--- src/rtl/fetch_unit_pkg.sv ---
// Shared definitions for the fetch unit: opcodes, next-PC select codes,
// the NoOp instruction word and the fetch FSM state type.
package fetch_unit_pkg;

  localparam logic [5:0] OP_NOOP = 6'b111111;
  localparam logic [5:0] OP_J    = 6'b000001;
  localparam logic [5:0] OP_BEQ  = 6'b000100;
  localparam logic [5:0] OP_BNE  = 6'b000101;
  localparam logic [5:0] OP_BLT  = 6'b000110;
  localparam logic [5:0] OP_BLE  = 6'b000111;
  localparam logic [5:0] OP_LI   = 6'b001000;
  localparam logic [5:0] OP_LUI  = 6'b001001;
  localparam logic [5:0] OP_LWI  = 6'b001010;
  localparam logic [5:0] OP_SWI  = 6'b001011;

  localparam logic [1:0] PC_SRC_ALU     = 2'b00;
  localparam logic [1:0] PC_SRC_ALU_REG = 2'b01;
  localparam logic [1:0] PC_SRC_JUMP    = 2'b10;
  localparam logic [1:0] PC_SRC_HOLD    = 2'b11;

  localparam logic [31:0] IR_NOOP = {OP_NOOP, 26'd0};

  typedef logic [0:0] fetchState_t;
  localparam fetchState_t F_IDLE = 1'b0;
  localparam fetchState_t F_REQ  = 1'b1;

  // Watchdog fires on the 15th F_REQ cycle, i.e. when the count reads 14.
  localparam logic [3:0] WD_LIMIT = 4'd14;

endpackage

--- src/rtl/fetch_unit_branch_cond.sv ---
// Combinational branch-taken decision from the branch type select and ALU flags.
module branch_cond (
  input  logic zeroCond,
  input  logic bltCond,
  input  logic aluZero,
  input  logic aluNeg,
  output logic taken
);

  always_comb begin
    taken = 1'b0;
    case ({zeroCond, bltCond})
      2'b00:   taken = ~aluZero;
      2'b10:   taken = aluZero;
      2'b01:   taken = aluNeg;
      default: taken = aluZero | aluNeg;
    endcase
  end

endmodule

--- src/rtl/fetch_unit.sv ---
// Instruction fetch unit: PC register, next-PC selection, branch resolution
// and a request/acknowledge fetch FSM. FETCH_TIMEOUT_EN adds a fetch watchdog.
module fetch_unit
  import fetch_unit_pkg::*;
(
  input  logic        clk,
  input  logic        rst,
  input  logic        pc_write,
  input  logic        ir_write,
  input  logic        pc_write_cond,
  input  logic        alu_zero_cond,
  input  logic        blt_cond,
  input  logic [1:0]  pc_source,
  input  logic [31:0] alu_result,
  input  logic        alu_zero,
  input  logic        alu_neg,
  output logic        imem_req,
  output logic [31:0] imem_addr,
  input  logic        imem_ack,
  input  logic [31:0] imem_rdata,
  output logic [31:0] pc,
  output logic [31:0] ir,
  output logic [5:0]  opcode,
`ifdef FETCH_TIMEOUT_EN
  output logic        fetch_err,
`endif
  output logic        fetch_busy
);

  fetchState_t state;
  logic [31:0] aluOutQ;
  logic [31:0] nextPc;
  logic        branchTaken;
  logic        pcUpdate;

  branch_cond uBranchCond (
    .zeroCond (alu_zero_cond),
    .bltCond  (blt_cond),
    .aluZero  (alu_zero),
    .aluNeg   (alu_neg),
    .taken    (branchTaken)
  );

  assign pcUpdate   = pc_write | (pc_write_cond & branchTaken);
  assign imem_req   = (state == F_REQ);
  assign fetch_busy = (state == F_REQ);
  assign opcode     = ir[31:26];

  always_comb begin
    nextPc = pc;
    case (pc_source)
      PC_SRC_ALU:     nextPc = alu_result;
      PC_SRC_ALU_REG: nextPc = aluOutQ;
      PC_SRC_JUMP:    nextPc = {pc[31:28], ir[25:0], 2'b00};
      default:        nextPc = pc;
    endcase
  end

  // The PC can move freely during a fetch; imem_addr was captured at fetch start.
  always_ff @(posedge clk or posedge rst) begin
    if (rst) begin
      pc      <= 32'd0;
      aluOutQ <= 32'd0;
    end else begin
      aluOutQ <= alu_result;
      if (pcUpdate)
        pc <= {nextPc[31:2], 2'b00};
    end
  end

`ifdef FETCH_TIMEOUT_EN
  logic [3:0] wdCount;

  // Fetch FSM with watchdog: a stalled fetch is replaced by a NoOp and flagged.
  always_ff @(posedge clk or posedge rst) begin
    if (rst) begin
      state     <= F_IDLE;
      imem_addr <= 32'd0;
      ir        <= IR_NOOP;
      wdCount   <= 4'd0;
      fetch_err <= 1'b0;
    end else if (state == F_IDLE) begin
      if (ir_write) begin
        imem_addr <= pc;
        wdCount   <= 4'd0;
        state     <= F_REQ;
      end
    end else begin
      if (imem_ack) begin
        ir    <= imem_rdata;
        state <= F_IDLE;
      end else if (wdCount == WD_LIMIT) begin
        ir        <= IR_NOOP;
        fetch_err <= 1'b1;
        state     <= F_IDLE;
      end else begin
        wdCount <= wdCount + 4'd1;
      end
    end
  end
`else
  // Fetch FSM: acks outside F_REQ and ir_write during F_REQ are both dropped.
  always_ff @(posedge clk or posedge rst) begin
    if (rst) begin
      state     <= F_IDLE;
      imem_addr <= 32'd0;
      ir        <= IR_NOOP;
    end else if (state == F_IDLE) begin
      if (ir_write) begin
        imem_addr <= pc;
        state     <= F_REQ;
      end
    end else begin
      if (imem_ack) begin
        ir    <= imem_rdata;
        state <= F_IDLE;
      end
    end
  end
`endif

endmodule

--- config.mk ---
export PLATFORM = sky130hd
export DESIGN_NAME = fetch_unit
export DESIGN_NICKNAME = d
export VERILOG_FILES = /design/src/rtl/fetch_unit_pkg.sv /design/src/rtl/fetch_unit_branch_cond.sv /design/src/rtl/fetch_unit.sv
export SDC_FILE = /design/constraint.sdc
export NUM_CORES = 1
export LEC_CHECK = 0
export CAP_MARGIN = 20
export CORE_ASPECT_RATIO = 0.7
export CORE_MARGIN = 1.5
export CORE_UTILIZATION = 40
export CTS_CLUSTER_DIAMETER = 30
export DETAILED_ROUTE_END_ITERATION = 6
export PLACE_DENSITY = 0.88
export REMOVE_ABC_BUFFERS = 1
export SYNTH_ARGS = -nofsm -noshare
export SYNTH_HDL_FRONTEND = slang
export SYNTH_HIERARCHICAL = 1
export SYNTH_SLANG_ARGS = --single-unit
--- constraint.sdc ---
create_clock -name clk -period 3.8 [get_ports clk]
set_input_delay 0.57 -clock clk [delete_from_list [all_inputs] [get_ports clk]]
set_output_delay 0.57 -clock clk [all_outputs]
set_load 0.02 [all_outputs]
==> results.py <==
metrics = {
    "run_status": {
        "outcome": "finished, final reports clean",
    },
    "yosys": {
        "syn_inst": 323,
        "async_flop_share_pct": 100,
        "synth_area_per_cell_um2": 15.4,
        "synth_warnings": 6,
        "synth.distinct_cells": 28,
        "ys_seq_area_share_pct": 62.1,
        "synth_top_flop_cell": "dfrtp_1",
        "synth_area_mm2": 0.00497,
        "synth_edf_count": 0,
        "synth_seq_cells": 123,
    },
    "die": {
        "fp.dieH_um": 96.2,
        "pin_count": 180,
        "core-area_mm2": 0.0119,
        "die-area_mm2": 0.0131,
        "die_w_um": 136,
        "row_count": 33,
        "start_util_pct": 41.8,
    },
    "place": {
        "gp_congestion": 0.765,
        "dpl.hpwl_um": 8290,
        "portBuffers": 173,
        "placed_cell_area_mm2": 0.00672,
    },
    "worst_hold_path": {
        "hold_class": "register to register",
    },
    "clock_tree": {
        "cts_tree": "built",
        "cts_hold_buf": 0,
        "clock-sinks": 123,
        "cts_resized": 0,
        "cts_setup_buffers": 0,
        "cts_buffers": 17,
        "clockRootBuffer": "clkbuf_16",
        "htreeDepth": 4,
        "cts_buffer_depth": 2,
        "path_clk_slew_ns": 0.06,
        "clk_latency_ns": 0.41,
    },
    "detailed_routing": {
        "post_drt_wl_per_cell_um": 18.9,
        "ant_nets": 0,
        "first_pass_iters": 4,
        "drt-initial-drc-count": 117,
        "via_count": 3373,
        "drc": 0,
        "drt_wl_total_um": 12500,
        "viasPerCell": 5.10,
    },
    "setup_path": {
        "ff2ff_setup_slack_ns": 2.03,
        "crit_type": "register to output pin",
        "critPathTopFamily": "buffers and inverters",
        "worstRegToRegCells": 2,
        "slowest_delay_ns": 0.61,
        "critPathArrivalTime_ns": 1.56,
        "timing.rr.end": "imem_addr[25]$_DFFE_PP0P_",
        "crit_buf_inv": 1,
        "crit_fanout": 3,
        "critPathLaunch": "ir[29]$_DFFE_PP1P_",
        "worstPathRequired_ns": 3.23,
        "r2r_start": "fetch_busy$_DFF_PP0_",
        "cp-end-kind": "output pin",
        "start_kind": "register",
        "cp.depth": 1,
        "crit_chain": "clkdlybuf4s50_1",
        "cp-endpoint": "opcode[3]",
        "cp_slowest_cell": "clkdlybuf4s50_1",
    },
    "pwr": {
        "cellPowerDensity_mw_per_mm2": 655,
        "clkPwrFrac_pct": 34.1,
        "leakagePower_nw": 3.14,
        "ir_worst_vdd_mv": 0.384,
        "seq_power_share_pct": 37.1,
        "p_sw_share_pct": 29.9,
        "p_sw_w": 0.00144,
        "intPower_w": 0.00336,
        "combPwrFrac_pct": 28.8,
        "power_w": 0.00480,
    },
    "finish": {
        "n_antenna_cell": 0,
        "area_growth_pct": 47.6,
        "layout-drive-gt1-share_pct": 11.5,
        "fin_util_pct": 61.6,
        "final_area_mm2": 0.00733,
        "fillers": 873,
        "fin_nets": 567,
    },
    "timing": {
        "min_period_ns": 2.13,
        "finalHoldViolations": 0,
        "finalSetupViolCount": 0,
        "worst_pin_slew_ns": 0.953,
        "rsz0062_at_grt": "no",
        "max-slew-margin-rel_pct": 36.2,
        "fin_tns_setup_ns": 0,
        "skew_ns": 0.00837,
        "slew_viol_final": 0,
        "fmax_mhz": 470,
        "fin_crit_sh_pct": 56.0,
    },
    "global_route": {
        "track_usage_pct": 20.3,
        "antenna_found_initial": 0,
        "grt_max_degree": 53,
        "grt.overflow.total": 0,
        "grt_pass1_vias": 3632,
        "grt_pass1_wl_um": 19700,
    },
    "job": {
        "cap_violations": 0,
    },
}
worst reg2reg max path: stages (launching register included):
cell and delay, ns:
dfrtp_1 0.42, nand2b_2 0.67, mux2_1 0.57
power by group through the flow:
stage          registers (W)  logic, W  clock network [W]
2_1_floorplan        0.00210  0.000312                  0
3_3_place_gp         0.00178   0.00136                  0
3_5_place_dp         0.00180   0.00139                  0
4_1_cts              0.00178   0.00140            0.00166
5_1_grt              0.00182   0.00147            0.00173
6_report             0.00178   0.00138            0.00164
state kept, by name, summed over array words and instances (netlist names):
signal,cells
aluOutQ,30
ir,32
fetch_busy,1
pc,30
imem_addr,30
routing by layer:
layer / track usage, % / share of wire, % / vias to the layer above / wire [µm]
li1: - / - / 1515 / -
met1: 25.9 / 44 / 1700 / 5560
met2: 32.7 / 46 / 147 / 5780
met3: 8.16 / 8.7 / 11 / 1090
met4: 4.70 / 0.74 / 0 / 93
met5: 0 / 0 / - / 0
stage by stage:
stage / instances / hold slack, ns / setup slack, ns
global placement: 629 / 0.472 / 1.44
detailed placement: 629 / 0.480 / 1.39
finish: 661 / 0.487 / 1.67
floorplan: 294 / 0.494 / -0.0309
global route: 661 / 0.513 / 1.62
CTS: 661 / 0.493 / 1.64
area by class of cell:
class	count	area, µm²	area share [%]
clock inverters	11	144	1.96
inverters	1	6.26	0.0854
clock buffers	21	460	6.28
multi-input cells	170	1660	22.7
well taps	157	196	2.68
repair buffers	178	1770	24.2
flip-flops and latches	123	3090	42.1
how the worst min path moves through the flow:
stage,start,to,slack [ns],cells after the start
2_1_floorplan,aluOutQ[28]$_DFF_PP0_,pc[28]$_DFFE_PP0P_,0.49,2
3_3_place_gp,imem_addr[30]$_DFFE_PP0P_,imem_addr[30]$_DFFE_PP0P_,0.47,1
3_5_place_dp,imem_addr[20]$_DFFE_PP0P_,imem_addr[20]$_DFFE_PP0P_,0.48,1
4_1_cts,imem_addr[20]$_DFFE_PP0P_,imem_addr[20]$_DFFE_PP0P_,0.49,1
5_1_grt,imem_addr[29]$_DFFE_PP0P_,imem_addr[29]$_DFFE_PP0P_,0.51,1
6_report,imem_addr[20]$_DFFE_PP0P_,imem_addr[20]$_DFFE_PP0P_,0.49,1
Yosys cell counts, types with 2 or more instances:
cell	instances	area, µm²
a22o_1	25	219
buf_2	10	50.1
buf_4	11	82.6
buf_6	8	90.1
clkbuf_1	3	11.3
dfrtp_1	117	2930
dfstp_2	6	158
mux2_1	62	698
mux2i_1	29	290
nand2_1	2	7.51
nand2b_1	3	18.8
o21ai_0	4	20.0
o21ai_1	4	20.0
o2bb2ai_1	15	131
o2bb2ai_2	10	150
o31ai_1	2	15.0
placed cells by master, fill, tap and decap left out, types with 2 or more instances in the layout:
cell type,synthesis,routed
nand2b_1,3,2
clkdlybuf4s50_1,0,171
o2bb2ai_2,10,10
o31ai_1,2,2
clkbuf_8,0,2
dfstp_2,6,6
buf_2,10,2
conb_1,1,4
nand2_2,1,2
a22o_1,25,25
dfrtp_1,117,117
bufinv_16,0,3
clkinv_4,0,3
clkinv_2,0,4
o2bb2ai_1,15,15
o21ai_1,4,4
mux2i_1,29,29
mux2_1,62,62
o21ai_0,4,4
clkbuf_1,3,2
clkbuf_16,0,17
buf_4,11,4
cells by family after synthesis:
logic type | count (synthesis) | synth area share [%]
and+or+nand+nor | 9 | 1.03
muxes | 91 | 19.9
buffers and inverters | 33 | 4.79
AOI/OAI and AO/OA | 66 | 12.1
DFF | 123 | 62.1
other | 1 | 0.0755
(Power assumes the default switching activity.)
